**config.mk**
```make
export PLATFORM = sky130hd
export DESIGN_NAME = conv2d_window_gen
export DESIGN_NICKNAME = d
export VERILOG_FILES = /design/src/rtl/conv2d_window_gen_pkg.sv /design/src/rtl/conv2d_window_gen_line_buffer.sv /design/src/rtl/conv2d_window_gen.sv
export SDC_FILE = /design/constraint.sdc
export NUM_CORES = 1
export LEC_CHECK = 0
export BUFFER_PORTS_ARGS = -buffer_cell sky130_fd_sc_hd__buf_4
export CORE_MARGIN = 3
export CORE_UTILIZATION = 35
export DETAILED_ROUTE_END_ITERATION = 8
export GPL_ROUTABILITY_DRIVEN = 0
export PLACE_DENSITY_LB_ADDON = 0.25
export SETUP_SLACK_MARGIN = 0.5
export SLEW_MARGIN = 5
export SYNTH_ARGS = -nofsm -noshare
export SYNTH_HDL_FRONTEND = slang
export SYNTH_HIERARCHICAL = 1
export SYNTH_SLANG_ARGS = --single-unit
```
**constraint.sdc**
```tcl
create_clock -name clock -period 3.2 [get_ports clock]
set_clock_uncertainty 0.15 [all_clocks]
set_input_delay 0.16 -clock clock [delete_from_list [all_inputs] [get_ports clock]]
set_output_delay 0.16 -clock clock [all_outputs]
set_load 0.03 [all_outputs]
```
**src/rtl/conv2d_window_gen_pkg.sv**
```systemverilog
// ----------------------------------------------------------------------------
// conv2d_window_gen_pkg : shared conv2d widths and kernel geometry
// Rev 1.0
// ----------------------------------------------------------------------------
`default_nettype none

package conv2d_window_gen_pkg;

  localparam int   BIT_DATA     = 8;
  localparam int   CONV2D_KDIM  = 3;
  localparam int   CONV2D_KSIZE = CONV2D_KDIM * CONV2D_KDIM;
  localparam logic OFF          = 1'b0;

endpackage

`default_nettype wire

```
**src/rtl/conv2d_window_gen_line_buffer.sv**
```systemverilog
// ----------------------------------------------------------------------------
// line_buffer : one image row of pixels, write-enabled, read at write address
// Rev 1.0
// ----------------------------------------------------------------------------
`default_nettype none

module line_buffer
  import conv2d_window_gen_pkg::*;
#(
  parameter int DEPTH = 28
) (
  input  logic                     clock,
  input  logic                     i_we,
  input  logic [$clog2(DEPTH)-1:0] i_addr,
  input  logic [BIT_DATA-1:0]      i_wdata,
  output logic [BIT_DATA-1:0]      o_rdata
);

  logic [BIT_DATA-1:0] r_mem [DEPTH];

  // Contents are deliberately unreset; stale rows are never emitted.
  always_ff @(posedge clock) begin
    if (i_we) begin
      r_mem[i_addr] <= i_wdata;
    end
  end

  assign o_rdata = r_mem[i_addr];

endmodule

`default_nettype wire

```
**src/rtl/conv2d_window_gen.sv**
```systemverilog
// ----------------------------------------------------------------------------
// conv2d_window_gen : raster stream to packed 3x3 windows for the conv2d kernel
// Optional win_last output enabled by CONV2D_WIN_LAST_EN.  Rev 1.0
// ----------------------------------------------------------------------------
`default_nettype none

module conv2d_window_gen
  import conv2d_window_gen_pkg::*;
#(
  parameter int IMG_WIDTH  = 28,
  parameter int IMG_HEIGHT = 28
) (
  input  logic                             clock,
  input  logic                             reset,
  input  logic [BIT_DATA-1:0]              in_data,
  input  logic                             in_valid,
  output logic                             in_ready,
  output logic [BIT_DATA*CONV2D_KSIZE-1:0] win_x,
  output logic                             win_valid,
  input  logic                             win_ready
`ifdef CONV2D_WIN_LAST_EN
  ,
  output logic                             win_last
`endif
);

  localparam int CW = $clog2(IMG_WIDTH);
  localparam int RW = $clog2(IMG_HEIGHT);
  localparam logic [CW-1:0] c_col_last = CW'(IMG_WIDTH - 1);
  localparam logic [RW-1:0] c_row_last = RW'(IMG_HEIGHT - 1);

  logic [CW-1:0]       r_col;
  logic [RW-1:0]       r_row;
  logic                r_win_valid;
  logic [BIT_DATA-1:0] r_win [CONV2D_KDIM][CONV2D_KDIM];

  logic                w_accept;
  logic                w_emit;
  logic                w_col_wrap;
  logic                w_row_wrap;
  logic [BIT_DATA-1:0] w_top;
  logic [BIT_DATA-1:0] w_mid;

  assign in_ready   = !r_win_valid || win_ready;
  assign w_accept   = in_valid && in_ready;
  assign w_col_wrap = (r_col == c_col_last);
  assign w_row_wrap = (r_row == c_row_last);
  // col >= 2 keeps every window inside a single row
  assign w_emit     = w_accept && (r_row >= RW'(2)) && (r_col >= CW'(2));

  // lb0 holds the previous row, lb1 the one before; lb0 spills into lb1
  line_buffer #(.DEPTH(IMG_WIDTH)) u_lb0 (
    .clock   (clock),
    .i_we    (w_accept),
    .i_addr  (r_col),
    .i_wdata (in_data),
    .o_rdata (w_mid)
  );

  line_buffer #(.DEPTH(IMG_WIDTH)) u_lb1 (
    .clock   (clock),
    .i_we    (w_accept),
    .i_addr  (r_col),
    .i_wdata (w_mid),
    .o_rdata (w_top)
  );

  always_ff @(posedge clock or posedge reset) begin
    if (reset) begin
      r_col <= '0;
      r_row <= '0;
    end else if (w_accept) begin
      if (w_col_wrap) begin
        r_col <= '0;
        r_row <= w_row_wrap ? '0 : r_row + 1'b1;
      end else begin
        r_col <= r_col + 1'b1;
      end
    end
  end

  always_ff @(posedge clock or posedge reset) begin
    if (reset) begin
      for (int r = 0; r < CONV2D_KDIM; r++) begin
        for (int c = 0; c < CONV2D_KDIM; c++) begin
          r_win[r][c] <= '0;
        end
      end
    end else if (w_accept) begin
      for (int r = 0; r < CONV2D_KDIM; r++) begin
        for (int c = 0; c < CONV2D_KDIM - 1; c++) begin
          r_win[r][c] <= r_win[r][c+1];
        end
      end
      r_win[0][CONV2D_KDIM-1] <= w_top;
      r_win[1][CONV2D_KDIM-1] <= w_mid;
      r_win[2][CONV2D_KDIM-1] <= in_data;
    end
  end

  always_ff @(posedge clock or posedge reset) begin
    if (reset) begin
      r_win_valid <= OFF;
    end else if (w_emit) begin
      r_win_valid <= 1'b1;
    end else if (win_ready) begin
      r_win_valid <= OFF;
    end
  end

  assign win_valid = r_win_valid;

  // Window array doubles as the output register: it only moves on accept,
  // and accept is blocked while a window is stalled.
  for (genvar gr = 0; gr < CONV2D_KDIM; gr++) begin : g_row
    for (genvar gc = 0; gc < CONV2D_KDIM; gc++) begin : g_col
      assign win_x[BIT_DATA*(gr*CONV2D_KDIM+gc) +: BIT_DATA] = r_win[gr][gc];
    end
  end

`ifdef CONV2D_WIN_LAST_EN
  logic r_win_last;

  always_ff @(posedge clock or posedge reset) begin
    if (reset) begin
      r_win_last <= OFF;
    end else if (w_emit) begin
      r_win_last <= w_col_wrap && w_row_wrap;
    end else if (win_ready) begin
      r_win_last <= OFF;
    end
  end

  assign win_last = r_win_last;
`endif

endmodule

`default_nettype wire

```
==> results of run 1 <==
worst max-delay path: cells and delay by family (launching register included):
family	cells	cell delay, ps
compound gates	1	710
flops	1	590
simple gates	1	290
buf+inv	2	350
mux	1	380
cells in the final DEF, fill, tap and decap left out, types with 5 or more instances in the layout:
| cell type | instances |
|---|---|
| o21ai_1 | 18 |
| a221oi_1 | 12 |
| mux2_2 | 43 |
| clkinv_1 | 9 |
| inv_1 | 6 |
| clkbuf_16 | 57 |
| a22oi_2 | 6 |
| mux2_4 | 37 |
| mux2i_1 | 89 |
| nor2_1 | 46 |
| edfxtp_1 | 448 |
| clkinv_2 | 11 |
| dfrtp_1 | 78 |
| nand2_1 | 45 |
| nor3_1 | 18 |
| or3b_1 | 6 |
| nand4_1 | 25 |
| clkbuf_8 | 5 |
| clkbuf_1 | 5 |
| dlygate4sd3_1 | 12 |
| a22oi_1 | 18 |
| and2_1 | 7 |
| nand3b_1 | 9 |
| o22ai_1 | 5 |
| bufinv_16 | 7 |
| nand3_1 | 6 |
| nor2b_1 | 13 |
| mux4_2 | 68 |
| buf_4 | 176 |
state kept, by name, indices dropped and copies added, names as in the netlist:
signal	cells
win_valid	1
r_row	5
u_lb0/r_mem	224
u_lb1/r_mem	224
win_x	72
r_col	5
kinds of logic after synthesis:
logic type / Yosys count
DFF: 531
muxes: 237
and+or+nand+nor: 207
AOI/OAI and AO/OA: 76
buffers and inverters: 69
adders and majority gates: 4
cells in the mapped netlist, drive strengths merged (2+ instances only):
cell	instances	share of area [%]
inv	9	0.18
nand3	6	0.14
nor3b	4	0.19
or3	4	0.12
dfrtp	83	9.8
mux4	68	7.3
clkbuf	14	0.25
nor2	50	0.89
nand2	46	0.85
nand3b	9	0.32
a221oi	12	0.50
o21ai	23	0.55
a22oi	24	0.85
and3	2	0.059
a2111oi	2	0.083
o31a	2	0.083
mux2	80	4.9
nor3	21	0.50
buf	46	1.6
edfxtp	448	64
nand2b	2	0.059
nand4	25	0.74
and3b	3	0.12
o22ai	6	0.18
or4	2	0.071
a32oi	2	0.083
a21oi	2	0.047
or3b	6	0.25
and2	7	0.21
mux2i	89	4.2
ha	4	0.24
nor2b	16	0.51
power groups by stage:
stage	Combinational, uW	Sequential, uW	Clock [uW]
after floorplan	4340	10800	0
after global placement	7960	10200	0
after detailed placement	8060	10300	0
after CTS	8220	10100	6670
after global routing	8840	10200	6930
final	8210	10100	6490
through the flow:
step / cells / setup WS [ps] / hold WS, ps / total power [uW]
after floorplan: 1124 / 378 / 109 / 15200
after global placement: 2012 / 315 / 119 / 18200
after detailed placement: 2012 / 361 / 119 / 18300
after CTS: 2127 / 473 / 28.2 / 25000
after global routing: 2134 / 447 / 69.8 / 25900
final: 2134 / 498 / 50.9 / 24800
metal layers:
layer / vias to the layer above / global-route usage [%] / wire, microns
li1: 4883 / - / -
met1: 5737 / 22.1 / 22400
met2: 288 / 23.7 / 22100
met3: 73 / 2.34 / 2410
met4: 0 / 4.39 / 1100
met5: - / 0 / 0
cell type report:
class | count | area (sq um) | share of cell area, %
flip-flops and latches | 531 | 15500 | 61.6
multi-input cells | 524 | 5210 | 20.7
repair buffers | 197 | 1620 | 6.41
clock buffers | 66 | 1490 | 5.90
well taps | 773 | 967 | 3.83
clock inverters | 34 | 367 | 1.45
inverters | 9 | 40.0 | 0.159
how the worst max path moves through the flow:
stage                                startpoint                           end  slack (ps)  cells past startpoint
after floorplan           win_valid$_DFFE_PP0P_   u_lb0/r_mem[4][0]$_DFFE_PP_         380                      8
after global placement     r_col[1]$_DFFE_PP0P_   u_lb0/r_mem[4][7]$_DFFE_PP_         310                      4
after detailed placement   r_col[1]$_DFFE_PP0P_   u_lb0/r_mem[2][6]$_DFFE_PP_         360                      3
after CTS                  r_col[0]$_DFFE_PP0P_         win_x[44]$_DFFE_PP0P_         470                      6
after global routing       r_col[0]$_DFFE_PP0P_         win_x[42]$_DFFE_PP0P_         450                      6
final                      r_col[1]$_DFFE_PP0P_  u_lb1/r_mem[11][7]$_DFFE_PP_         500                      5
timing repair:
| action | 4_1_cts | 5_1_grt |
|---|---|---|
| endpoints found under the hold margin | 273 | 0 |
| buffers inserted | 3 | 6 |
| hold buffers | 12 | 0 |
| resized for setup | 8 | 14 |
| gates cloned | 0 | 1 |
| setup endpoints to repair | 208 | 225 |
==> impl_metrics.ini, run 1 <==
[setup_path]
critPathLaunchType = flip-flop
slowest_stage = a2111oi_0
cp_slowest_stage_delay_ps = 710
rr_startpoint = r_col[1]$_DFFE_PP0P_
reg2reg_setup_slack_ps = 500
arrival_ps = 2940
r2r-end = u_lb1/r_mem[11][7]$_DFFE_PP_
rr_worst_depth = 5
crit_required_ps = 3440
path_class = flip-flop to flip-flop
cp-end-kind = flip-flop
cp_max_fo = 28
path_cells = mux4_2, inv_1, a2111oi_0, or3_1, buf_4

[clock_tree]
clock_sinks = 531
clockBufferDepth = 3
cts_tree = built
cts_buffers = 55
h-tree-depth = 2
cts.clk_slew.worst_paths_ps = 60
cts_root_buf = clkbuf_16
clock_latency_ps = 600

[synthesis]
synthMuxAreaShare_pct = 16.4
synth_xor_area_share_pct = 0
ys_seq_elements = 531
synth_fa_ha_area_share_pct = 0.237
synth_edf_count = 448
syn_area_per_cell_sq_um = 18.8
synthCells = 1124
synth.distinct_cells = 49
async_reset_ff_share_pct = 15.6
synthSimpleGateAreaFrac_pct = 5.20
synth_compound_area_share_pct = 2.50
synth_top_family_by_area = multiplexers
syn_nets = 1140
ys.flop_type = edfxtp_1
syn_area_sq_um = 21100
seq_area_frac_synth_pct = 73.6
yosysWarnings = 6

[sta]
tns_ps = 0
slew_headroom_pct = 47.9
finalSetupViolCount = 0
worst_slew_pin_slew_ps = 762
layout_min_cycle_time_ps = 2700
drv_slew = 0
timing.final.crit_share_pct = 84.4
fmax_mhz = 370
rsz0062_at_grt = true
hold_viol_final = 0

[detailed_routing]
drt_iter0_markers = 862
wire_per_inst_microns = 22.5
postRouteAntennaNets = 0
vias = 10981
vias_per_cell = 5.15
firstDrtPassIters = 5
wl_mm = 48.1
drc_errors = 0

[power_and_ir_drop]
p_sw_uw = 8270
swShare_pct = 33.4
pwr-share-clk_pct = 26.2
p_per_area_nw_per_um2 = 981
p_seq_share_pct = 40.6
p_int_uw = 16500
pwr-share-comb_pct = 33.1
power.leakage_uw = 0.00891
peakVddDrop_mv = 0.493

[final_layout]
fill_cells = 5212
fin_nets = 1334
finish.utilization_pct = 42.5
synthToLayoutAreaGrowth_pct = 19.6
stdcell_area_sq_um = 25200
antennaDiodeCount = 0
drive_above_1_share_pct = 33.1

[die]
core_area_sq_um = 59400
start_util_pct = 35.5
die_area_sq_um = 63300
num_rows = 89
boundaryPins = 86
die_width_microns = 252
die_y_microns = 252

[placement]
port_buffers = 85
place_area_sq_um = 23100
hpwl_mm = 29.9

[grt]
grt.total_usage_pct = 15.2
overflow = 0
grt_pass1_vias = 11354
grt_max_degree = 49
antenna_found_initial = 0
grt_pass1_wl_mm = 72.7

[status]
run_status = completed

[run]
drv_cap = 0

[min_path]
hold_class = input port to async pin
Power figures use the tool's default switching activity.
==> run 2, diff against run 1 <==
==> constraint.sdc (replaced) <==
create_clock -name clock -period 2.3 [get_ports clock]
set_clock_uncertainty 0.15 [all_clocks]
set_input_delay 0.115 -clock clock [delete_from_list [all_inputs] [get_ports clock]]
set_output_delay 0.115 -clock clock [all_outputs]
set_load 0.03 [all_outputs]
==> run 2 against run 1 <==
Compared with the run above:
- the flow now finishes with violations (negative hold slack, negative setup slack)
- power increased by 57%
- critical path depth increased by 1
- routed wire length increased by 7.1%
- largest cell class unchanged
- highest routed layer is now met5
==> impl_metrics.ini, run 2 (synthesis results as in run 1) <==
[status]
run_status = finished, violations left
violations = negative hold slack, negative setup slack

[setup_path]
crit_required_ps = 2520
cp-end-kind = flip-flop
critPathLaunchType = flip-flop
path_class = flip-flop to flip-flop
cp_max_fo = 10
arrival_ps = 2690
rr_worst_depth = 6

[clock_tree]
cts.clk_slew.worst_paths_ps = 60
cts_root_buf = clkbuf_16
clock_latency_ps = 620
clockBufferDepth = 3
clock_sinks = 531
h-tree-depth = 2
cts_buffers = 54
cts_tree = built

[grt]
antenna_found_initial = 2
grt_max_degree = 49
grt.total_usage_pct = 16.0
overflow = 0
grt_pass1_wl_mm = 75.7
grt_pass1_vias = 11551

[power_and_ir_drop]
power.total_uw = 38800
power.leakage_uw = 0.00995
p_per_area_nw_per_um2 = 1390
peakVddDrop_mv = 0.910

[die]
core_area_sq_um = 59400
start_util_pct = 35.5
die_y_microns = 252
num_rows = 89
die_area_sq_um = 63300
die_width_microns = 252
boundaryPins = 86

[final_layout]
drive_above_1_share_pct = 45.5
stdcell_area_sq_um = 28000
layout_common_cells = edfxtp_1 (448), buf_4 (185), mux2i_1 (83), dfrtp_1 (78)
antennaDiodeCount = 0
layout_commonest_cell = edfxtp_1
fin_nets = 1458
synthToLayoutAreaGrowth_pct = 32.7

[sta]
rsz0062_at_grt = true
setup_slack_ps = -165
drv_slew = 0
slew_headroom_pct = 51.9
fin_hold_ws_ps = -50.9
finalSetupViolCount = 251
hold_viol_final = 3
fmax_mhz = 406
layout_min_cycle_time_ps = 2470
worst_slew_pin_slew_ps = 718
timing.final.crit_share_pct = 107

[placement]
port_buffers = 85
hpwl_mm = 33.3
pre_cts_ws_ps = -329
place_area_sq_um = 24900

[run]
drv_cap = 0

[detailed_routing]
drc_errors = 0
postRouteAntennaNets = 0
vias = 11485
drt_iter0_markers = 770
firstDrtPassIters = 4
wl_mm = 51.5
wire_per_inst_microns = 22.8
vias_per_cell = 5.08

[min_path]
hold_class = input port to flip-flop
whs_path_depth = 4
[run 2: cell count changes in the layout (fill, tap and decap cells not counted), sizes merged]
cell,change
buf,+117
clkbuf,+8
bufinv,-2
clkinv,-2
clkinvlp,+2
dlygate4sd3,+2
inv,+1
[run 2: layer usage]
layer / vias up / part of all wire, % / GRT usage (%) / wire (microns)
met5: - / 0.021 / 0 / 11
met4: 2 / 2.4 / 5.14 / 1210
met3: 72 / 4.2 / 2.73 / 2160
met2: 233 / 49 / 26.0 / 25200
met1: 6024 / 44 / 22.1 / 22900
li1: 5154 / - / - / -
[run 2: path summary, 6_finish.rpt]
path	startpoint	end	slack, ps
min in group asynchronous	reset	win_x[15]$_DFFE_PP0P_	470
max in group asynchronous	reset	r_col[0]$_DFFE_PP0P_	870
hold / removal	win_ready	r_row[3]$_DFFE_PP0P_	-50
setup / recovery	r_col[0]$_DFFE_PP0P_	u_lb1/r_mem[11][7]$_DFFE_PP_	-170
hold reg to reg	win_x[24]$_DFFE_PP0P_	win_x[24]$_DFFE_PP0P_	360
setup reg to reg	r_col[0]$_DFFE_PP0P_	u_lb1/r_mem[11][7]$_DFFE_PP_	-170
[run 2: timing repair]
action / CTS / global route
pin swaps: 4 / 24
hold endpoints to repair: 324 / 4
resized for setup: 57 / 88
setup endpoints to repair: 747 / 747
cloned: 2 / 8
hold buffers: 13 / 1
buffers inserted: 8 / 33
[run 2: worst max-delay path, stage by stage, from the launching register on]
cell	delay, ps
dfrtp_4	510
buf_12	170
mux4_2	510
nand2_1	70
o21ai_1	120
or3_4	500
buf_6	180
[run 2: final cells by class]
| type | count | area (sq um) |
|---|---|---|
| clock buffers | 68 | 1460 |
| repair buffers | 322 | 3660 |
| flip-flops and latches | 531 | 15500 |
| clock inverters | 33 | 319 |
| well taps | 773 | 967 |
| multi-input cells | 524 | 6000 |
| fillers | 5001 | 31400 |
| inverters | 9 | 47.5 |
[run 2: power by group]
group	total [uW]	switching, uW	internal [uW]
registers	13900	752	13100
clock network	8710	3660	5050
logic	16200	8650	7570
[run 2: metrics by stage]
step	utilization (%)	TNS, ps	instances
after floorplan	-	-64570	1124
after global placement	41.9	-27790	2094
after detailed placement	41.9	-29010	2094
after CTS	45.7	-12540	2218
after global routing	47.2	-29400	2260
final	47.2	-18250	2260
